**src/rtl/irq_pkg.sv**
```systemverilog
// Shared definitions for the interrupt controller: register map,
// controller state encoding and CTRL bit positions.
package irq_pkg;

  localparam int unsigned MAX_IRQ = 6;

  // Word offsets inside the 4-register window (byte address bits [3:2])
  localparam logic [1:0] REG_MASK = 2'd0;
  localparam logic [1:0] REG_PEND = 2'd1;
  localparam logic [1:0] REG_STAT = 2'd2;
  localparam logic [1:0] REG_CTRL = 2'd3;

  localparam int unsigned CTRL_GIE       = 0;
  localparam int unsigned STAT_INSVC_LSB = 8;

  typedef enum logic [1:0] {
    ST_IDLE    = 2'd0,
    ST_REQ     = 2'd1,
    ST_SERVICE = 2'd2
  } irq_state_e;

endpackage

```
**src/rtl/irq_prio_enc.sv**
```systemverilog
// Combinational lowest-index-wins priority encoder.
module irq_prio_enc #(
  parameter int unsigned N = 6
) (
  input  logic [N-1:0] vec_i,
  output logic         valid_o,
  output logic [2:0]   id_o
);

  // Scan from the highest index down so the lowest set bit is the last writer
  always_comb begin
    valid_o = 1'b0;
    id_o    = '0;
    for (int unsigned i = 0; i < N; i++) begin
      if (vec_i[N-1-i]) begin
        valid_o = 1'b1;
        id_o    = 3'(N-1-i);
      end
    end
  end

endmodule

```
**src/rtl/irq_ctrl.sv**
```systemverilog
// Programmable interrupt controller: 2-flop synchronisers, per-line edge/level
// pending latch, software mask, global enable, fixed lowest-index priority and
// a request/acknowledge/return handshake with the CPU.
// Optional nesting of higher-priority requests: define IRQ_CTRL_NESTED_EN.
module irq_ctrl
  import irq_pkg::*;
#(
  parameter int unsigned NUM_IRQ   = 6,
  parameter logic [5:0]  EDGE_MASK = 6'b000011
) (
  input  logic               clk,
  input  logic               rst_n,
  input  logic [NUM_IRQ-1:0] irq_in,
  input  logic [1:0]         addr,
  input  logic               we,
  input  logic [31:0]        wdata,
  output logic [31:0]        rdata,
  output logic               int_req,
  output logic [2:0]         int_id,
  input  logic               int_ack,
  input  logic               eret
);

  localparam logic [NUM_IRQ-1:0] EdgeM = EDGE_MASK[NUM_IRQ-1:0];

  logic [NUM_IRQ-1:0] sync1_q, sync2_q, sync3_q;
  logic [NUM_IRQ-1:0] pend_q, pend_d;
  logic [NUM_IRQ-1:0] mask_q;
  logic               gie_q;
  logic [NUM_IRQ-1:0] insvc_q, insvc_d;
  irq_state_e         state_q, state_d;
  logic               int_req_q, int_req_d;
  logic [2:0]         int_id_q, int_id_d;

  logic [NUM_IRQ-1:0] elig, id_oh, top_oh, ack_clr, w1c;
  logic               win_valid, top_valid, req_elig;
  logic [2:0]         win_id, top_id;
  logic               unused_wdata;

  assign unused_wdata = ^wdata;
  assign elig         = pend_q & mask_q & {NUM_IRQ{gie_q}};

  irq_prio_enc #(.N(NUM_IRQ)) u_win (
    .vec_i   (elig),
    .valid_o (win_valid),
    .id_o    (win_id)
  );

  irq_prio_enc #(.N(NUM_IRQ)) u_top (
    .vec_i   (insvc_q),
    .valid_o (top_valid),
    .id_o    (top_id)
  );

  // One-hot forms of the requested id and the highest-priority in-service line
  always_comb begin
    id_oh  = '0;
    top_oh = '0;
    for (int unsigned i = 0; i < NUM_IRQ; i++) begin
      id_oh[i]  = (int_id_q == 3'(i));
      top_oh[i] = top_valid && (top_id == 3'(i));
    end
  end

  assign req_elig = |(elig & id_oh);

  // Controller state and registered CPU-facing outputs
  always_ff @(posedge clk or negedge rst_n) begin
    if (!rst_n) begin
      state_q   <= ST_IDLE;
      int_req_q <= 1'b0;
      int_id_q  <= '0;
      insvc_q   <= '0;
    end else begin
      state_q   <= state_d;
      int_req_q <= int_req_d;
      int_id_q  <= int_id_d;
      insvc_q   <= insvc_d;
    end
  end

  // Next-state: acknowledge beats retraction; eret only honoured in SERVICE
  always_comb begin
    state_d = state_q;
    case (state_q)
      ST_IDLE: if (win_valid) state_d = ST_REQ;
      ST_REQ: begin
        if (int_ack) begin
          state_d = ST_SERVICE;
        end else if (!req_elig) begin
`ifdef IRQ_CTRL_NESTED_EN
          state_d = (|insvc_q) ? ST_SERVICE : ST_IDLE;
`else
          state_d = ST_IDLE;
`endif
        end
      end
      ST_SERVICE: begin
        if (eret) begin
`ifdef IRQ_CTRL_NESTED_EN
          state_d = (|(insvc_q & ~top_oh)) ? ST_SERVICE : ST_IDLE;
`else
          state_d = ST_IDLE;
`endif
        end
`ifdef IRQ_CTRL_NESTED_EN
        else if (win_valid && (win_id < top_id)) begin
          state_d = ST_REQ;
        end
`endif
      end
      default: state_d = ST_IDLE;
    endcase
  end

  // Outputs: request id tracks the current winner while requesting
  always_comb begin
    int_req_d = (state_d == ST_REQ);
    int_id_d  = (state_d == ST_REQ) ? win_id : int_id_q;
    insvc_d   = insvc_q;
    ack_clr   = '0;
    if ((state_q == ST_REQ) && int_ack) begin
      insvc_d = insvc_q | id_oh;
      ack_clr = id_oh & EdgeM;
    end else if ((state_q == ST_SERVICE) && eret) begin
      insvc_d = insvc_q & ~top_oh;
    end
  end

  // Pending: edge lines latch rising edges (set beats clear), level lines mirror
  always_comb begin
    w1c    = (we && (addr == REG_PEND)) ? (wdata[NUM_IRQ-1:0] & EdgeM) : '0;
    pend_d = (EdgeM & ((sync2_q & ~sync3_q) | (pend_q & ~(w1c | ack_clr))))
           | (~EdgeM & sync2_q);
  end

  // Synchronisers, pending latch and software registers
  always_ff @(posedge clk or negedge rst_n) begin
    if (!rst_n) begin
      sync1_q <= '0;
      sync2_q <= '0;
      sync3_q <= '0;
      pend_q  <= '0;
      mask_q  <= '0;
      gie_q   <= 1'b0;
    end else begin
      sync1_q <= irq_in;
      sync2_q <= sync1_q;
      sync3_q <= sync2_q;
      pend_q  <= pend_d;
      if (we && (addr == REG_MASK)) mask_q <= wdata[NUM_IRQ-1:0];
      if (we && (addr == REG_CTRL)) gie_q  <= wdata[CTRL_GIE];
    end
  end

  // Register read mux; unused bits read zero
  always_comb begin
    rdata = '0;
    case (addr)
      REG_MASK: rdata[NUM_IRQ-1:0] = mask_q;
      REG_PEND: rdata[NUM_IRQ-1:0] = pend_q;
      REG_STAT: begin
        rdata[STAT_INSVC_LSB +: NUM_IRQ] = insvc_q;
        rdata[1:0]                       = state_q;
      end
      default:  rdata[CTRL_GIE] = gie_q;
    endcase
  end

  assign int_req = int_req_q;
  assign int_id  = int_id_q;

endmodule

```
**config.mk**
```make
export PLATFORM = sky130hd
export DESIGN_NAME = irq_ctrl
export DESIGN_NICKNAME = d
export VERILOG_FILES = /design/src/rtl/irq_pkg.sv /design/src/rtl/irq_prio_enc.sv /design/src/rtl/irq_ctrl.sv
export SDC_FILE = /design/constraint.sdc
export NUM_CORES = 1
export LEC_CHECK = 0
export CORE_ASPECT_RATIO = 1.25
export CORE_UTILIZATION = 40
export DETAILED_ROUTE_END_ITERATION = 6
export PLACE_DENSITY = 0.77
export SLEW_MARGIN = 0
export SYNTH_ARGS = -nofsm -noshare
export SYNTH_HDL_FRONTEND = slang
export SYNTH_SLANG_ARGS = --single-unit
```
**constraint.sdc**
```tcl
create_clock -name clk -period 4.4 [get_ports clk]
set_input_delay 0.44 -clock clk [delete_from_list [all_inputs] [get_ports clk]]
set_output_delay 0.44 -clock clk [all_outputs]
set_load 0.01 [all_outputs]
```
Word level (Yosys, flattened, before mapping)
Cells that the tools add are included.
Widths: inputs -> output; s select.
{"block": "op_classes", "eq_ne": 16, "mux": 37, "n_bitwise": 13, "reduce_logical": 17}
{"cell": "$mux 3", "count": 12}
{"cell": "$and 6x6->6", "count": 4}
{"cell": "$mux 6", "count": 3}
{"cell": "$eq 3x2->1 const B", "count": 4}
{"cell": "$eq 3x3->1 const B", "count": 4}
{"cell": "$mux 1", "count": 12}
{"cell": "$mux 2", "count": 6}
{"cell": "$logic_and 1x1->1", "count": 11}
{"cell": "$pmux 4 s2", "count": 1}
{"cell": "$eq 2x1->1 const B", "count": 3}
{"cell": "$eq 2x2->1 const B", "count": 3}
{"cell": "$eq 3x1->1 const B", "count": 2}
{"cell": "$logic_not 3->1", "count": 2}
{"cell": "$not 6->6", "count": 1}
{"cell": "$or 2x6->6", "count": 1}
{"cell": "$or 6x6->6", "count": 1}
{"cell": "$pmux 1 s3", "count": 2}
{"cell": "$pmux 2 s3", "count": 1}
{"cell": "$reduce_or 6->1", "count": 1}
{"cell": "$and 2x2->2", "count": 2}
{"cell": "$logic_not 2->1", "count": 2}
{"cell": "$not 2->2", "count": 2}
{"cell": "$or 2x2->2", "count": 2}
{"cell": "$reduce_bool 2->1", "count": 1}
{"block": "totals", "regBits": 39, "out_inout_bits": 36, "elab_cells": 93}

Longest topological paths before layout
{"block": "depth", "depth_word": 12, "depth_mapped": 5}

Cells and area by module
Synthesis repeated with hierarchy kept, for this count alone.
{"block": "hier_totals", "hier_cells": 174, "area_unflattened_um2": 1951.9}
{"module": "irq_ctrl", "n_inst": 1, "cells_each": 154, "area_each_um2": 1836.8, "seq_area_each_um2": 975.9}
{"module": "irq_prio_enc", "n_inst": 2, "cells_each": 10, "area_each_um2": 57.6, "seq_area_each_um2": 0.0}

Least setup slack after synthesis
Ideal clock, no wire load.
{"block": "synth_path", "kind": "input-to-output", "startpoint": "input addr[0]", "endpoint": "output rdata[0]", "arrival_time_ps": 1436, "required_time_ps": 3960, "slack_ps": 2524, "cell_stages": 2, "path_cell_list": "clkbuf_1 -> mux4_1"}
{"block": "synth_between", "elab_chain_cells": 2}
{"item": "from (decl)", "line": "irq_ctrl.sv:14", "rtl": "input logic [1:0] addr,"}
{"item": "$eq 2x2->1 (tied with other cells)", "line": "irq_ctrl.sv:159", "rtl": "case (addr)"}
{"item": "$pmux 1 s3 *", "line": "irq_ctrl.sv:159"}
{"item": "to (decl)", "line": "irq_ctrl.sv:17", "rtl": "output logic [31:0] rdata,"}
Every way passes the cells marked *; elsewhere a longest branch is shown, timed or not.

Worst setup path in the final report
Same ends and word-level chain as after synthesis.

==> summary.txt <==
Run status
  – Status: completed

Clock network
  – Clk sink count: 39
  – CTS Hold Bufs: 0
  – Clock slew at reported path FFs: 0.08 ns
  – Post-CTS Resized: 0
  – Postcts setup bufs: 0
  – Clock tree buffer depth: 2
  – CTS tree: built
  – # H-tree levels: 2
  – CTS Buf Count: 5
  – Root Buffer: clkbuf_8
  – Clock Latency Late Sink: 0.29 ns

Critical path
  – CP Class: primary input to primary output
  – Crit path top cell by count: clkdlybuf4s50_1
  – Worst path max stage delay: 0.78 ns
  – CP Max Fanout: 10
  – Top cell family by delay on the critical path: buffers and inverters
  – Startpoint types: primary input
  – FF-to-FF Start: int_id[0]
  – Worst-path cell chain: clkdlybuf4s50_1 > mux4_1 > clkdlybuf4s50_1
  – CP max-delay cell: clkdlybuf4s50_1
  – WP buf/inv: 2
  – Crit path from: addr[0]
  – CP arrival: 2.36 ns
  – CP Capture Type: primary output
  – Crit path required time: 3.96 ns

Detailed routing
  – WL per Instance: 12.56 microns
  – DR DRC count: 0
  – Routed Antenna Nets: 0
  – TritonRoute pass-1 iters: 4
  – Post-DR vias/cell: 4.919
  – Routed vias: 1269
  – DRT Wirelength: 3.241 mm
  – Initial drt markers: 78

Placement
  – DP HPWL: 2.325 mm
  – IO buf count: 34
  – GPL Wtd Cong: 0.7850
  – Placed cell count: 250
  – Post-place instance area: 2175 sq um

GRT
  – Gr usage total: 0.1487
  – Largest net degree at the start of global routing: 40
  – First-pass GRT wire length: 5.602 mm
  – Initial antenna violation count: 0
  – Vias in the first global route: 1231
  – Gr ovfl total: 0

Floorplanning
  – Width of the die: 62.88 microns
  – CORE AREA: 4425 sq um
  – FP Rows: 27
  – Initial core utilization: 0.4187
  – IO Pins: 81
  – Chip Height: 78.10 microns
  – Die outline area: 4910 sq um

Layout
  – Cell area after layout: 2311 sq um
  – Multi-input gate area: 764.5 sq um
  – Register area: 975.9 sq um
  – Ant diodes: 0
  – Fin util: 0.5222
  – Area grow syn2layout: 24.71%
  – Finished Layout Cells: 258
  – Filler Cells Inserted: 397
  – Share of layout cells above drive strength 1: 0.1150
  – NumNets Final: 244

STA
  – Fin crit share: 0.6356
  – Tmin final: 2.797 ns
  – Post-route clock skew: 0.007030 ns
  – RSZ-0062 raised after global routing: no
  – Worst-margin pin slew: 0.8361 ns
  – # setup viols final: 0
  – Slew Limit Fails: 0
  – Rel. slew slack: 0.4426
  – Fin. Hold Viols: 0
  – Fmax: 0.3576 GHz
  – Final setup TNS: 0 ns

Synth
  – Yosys reg bits: 39
  – Syn Std Cell Area: 1853 sq um
  – Count leader, synth: dfrtp_1
  – Mapped Cells: 161
  – YS warnings: 0
  – Synth unique cells: 45
  – Synth cell count leaders: dfrtp_1 (39), buf_4 (20), nand2_1 (11)
  – Largest cells by area after synthesis: dfrtp_1 (53%), buf_4 (8.1%), mux2_2 (4.3%)
  – Post-synth top flop: dfrtp_1
  – Asr flop ratio synth: 1.000
  – Share of Yosys cell area claimed by the top area cell type: 0.5267
  – Post-synth EDFFs: 0
  – Syn Area/Cell: 11.51 sq um
  – Register area share after synthesis: 0.5267
  – Area leader, netlist: dfrtp_1

Pwr
  – PD cells: 537.2 nW/um^2
  – LEAKAGE: 0.9985 nW
  – Peak VDD IR: 0.0002293 V

Min path
  – Hold WC Path Type: primary input to asynchronous set/reset pin

Flow run
  – Maxcap violations: 0
worst register-to-register path, stage by stage (launching register included):
cell,delay [ns]
dfrtp_1,0.48
inv_2,0.14
mux4_2,0.53
o211a_4,0.30
o31ai_1,0.30
cells in the final DEF (no fill, tap or decap), types with 2 or more instances in the layout:
master	n
nand2b_1	2
nand3_1	4
a41oi_1	2
nor3_1	5
o21ai_0	4
nor2b_1	3
nand3b_1	3
o22ai_1	2
and2_1	6
clkbuf_8	5
mux2_4	2
conb_1	20
dfrtp_1	39
mux2_2	7
nor2_1	8
bufinv_16	2
mux2i_1	5
inv_1	6
nor3b_1	2
clkdlybuf4s50_1	33
or2b_1	2
o21a_1	2
nand2_1	11
sequential cells by signal, summed over array words and instances (netlist names):
name and flops:
sync3_q 2, state_q 2, gie_q 1, int_id 3
int_req 1, sync2_q 6, insvc_q 6, mask_q 6
sync1_q 6, pend_q 6
routing by layer:
layer	global-route usage	wire length [microns]	vias to the layer above
met5	0	0	-
met4	0.07674	45	0
met3	0.04360	190	6
met2	0.2290	1488	55
met1	0.1882	1516	602
li1	-	-	606
kinds of logic after synthesis:
| group | synth area share |
|---|---|
| buf+inv | 0.09925 |
| mux | 0.1121 |
| simple gates | 0.1465 |
| flops | 0.5267 |
| other cells | 0.002024 |
| compound gates | 0.1134 |
per-stage QoR:
| step | total power, mW | setup WS (ns) | hold slack [ns] |
|---|---|---|---|
| after floorplan | 0.7615 | 2.524 | 0.1444 |
| after global placement | 0.8816 | 1.618 | 0.3323 |
| after detailed placement | 0.8949 | 1.628 | 0.3347 |
| after CTS | 1.252 | 1.620 | 0.2659 |
| after global routing | 1.320 | 1.535 | 0.3099 |
| final | 1.241 | 1.603 | 0.2407 |
cell type report:
| type | instances | area share |
|---|---|---|
| clock buffer | 5 | 0.02978 |
| timing repair buffer | 34 | 0.1451 |
| clock inverter | 3 | 0.02924 |
| multi-input combinational | 112 | 0.3308 |
| tap | 58 | 0.03140 |
| inverter | 7 | 0.01137 |
| sequential | 39 | 0.4223 |
where the power goes:
group	switching [mW]	leakage [nW]	internal [mW]	total [mW]
combinational	0.156	0.468	0.200	0.356
clock	0.127	0.0644	0.226	0.353
sequential	0.0969	0.466	0.436	0.533
final timing paths:
path / cells past startpoint / endpoint / slack [ns]
max: 3 / rdata[0] / 1.60
min: 1 / sync1_q[4] / 0.24
max reg2reg: 4 / int_id[0] / 2.54
min reg2reg: 0 / sync2_q[5] / 0.35
max in group asynchronous: 1 / sync3_q[0] / 3.63
min in group clk: 0 / sync2_q[5] / 0.35
No activity file was read; power rests on OpenSTA's default activity.
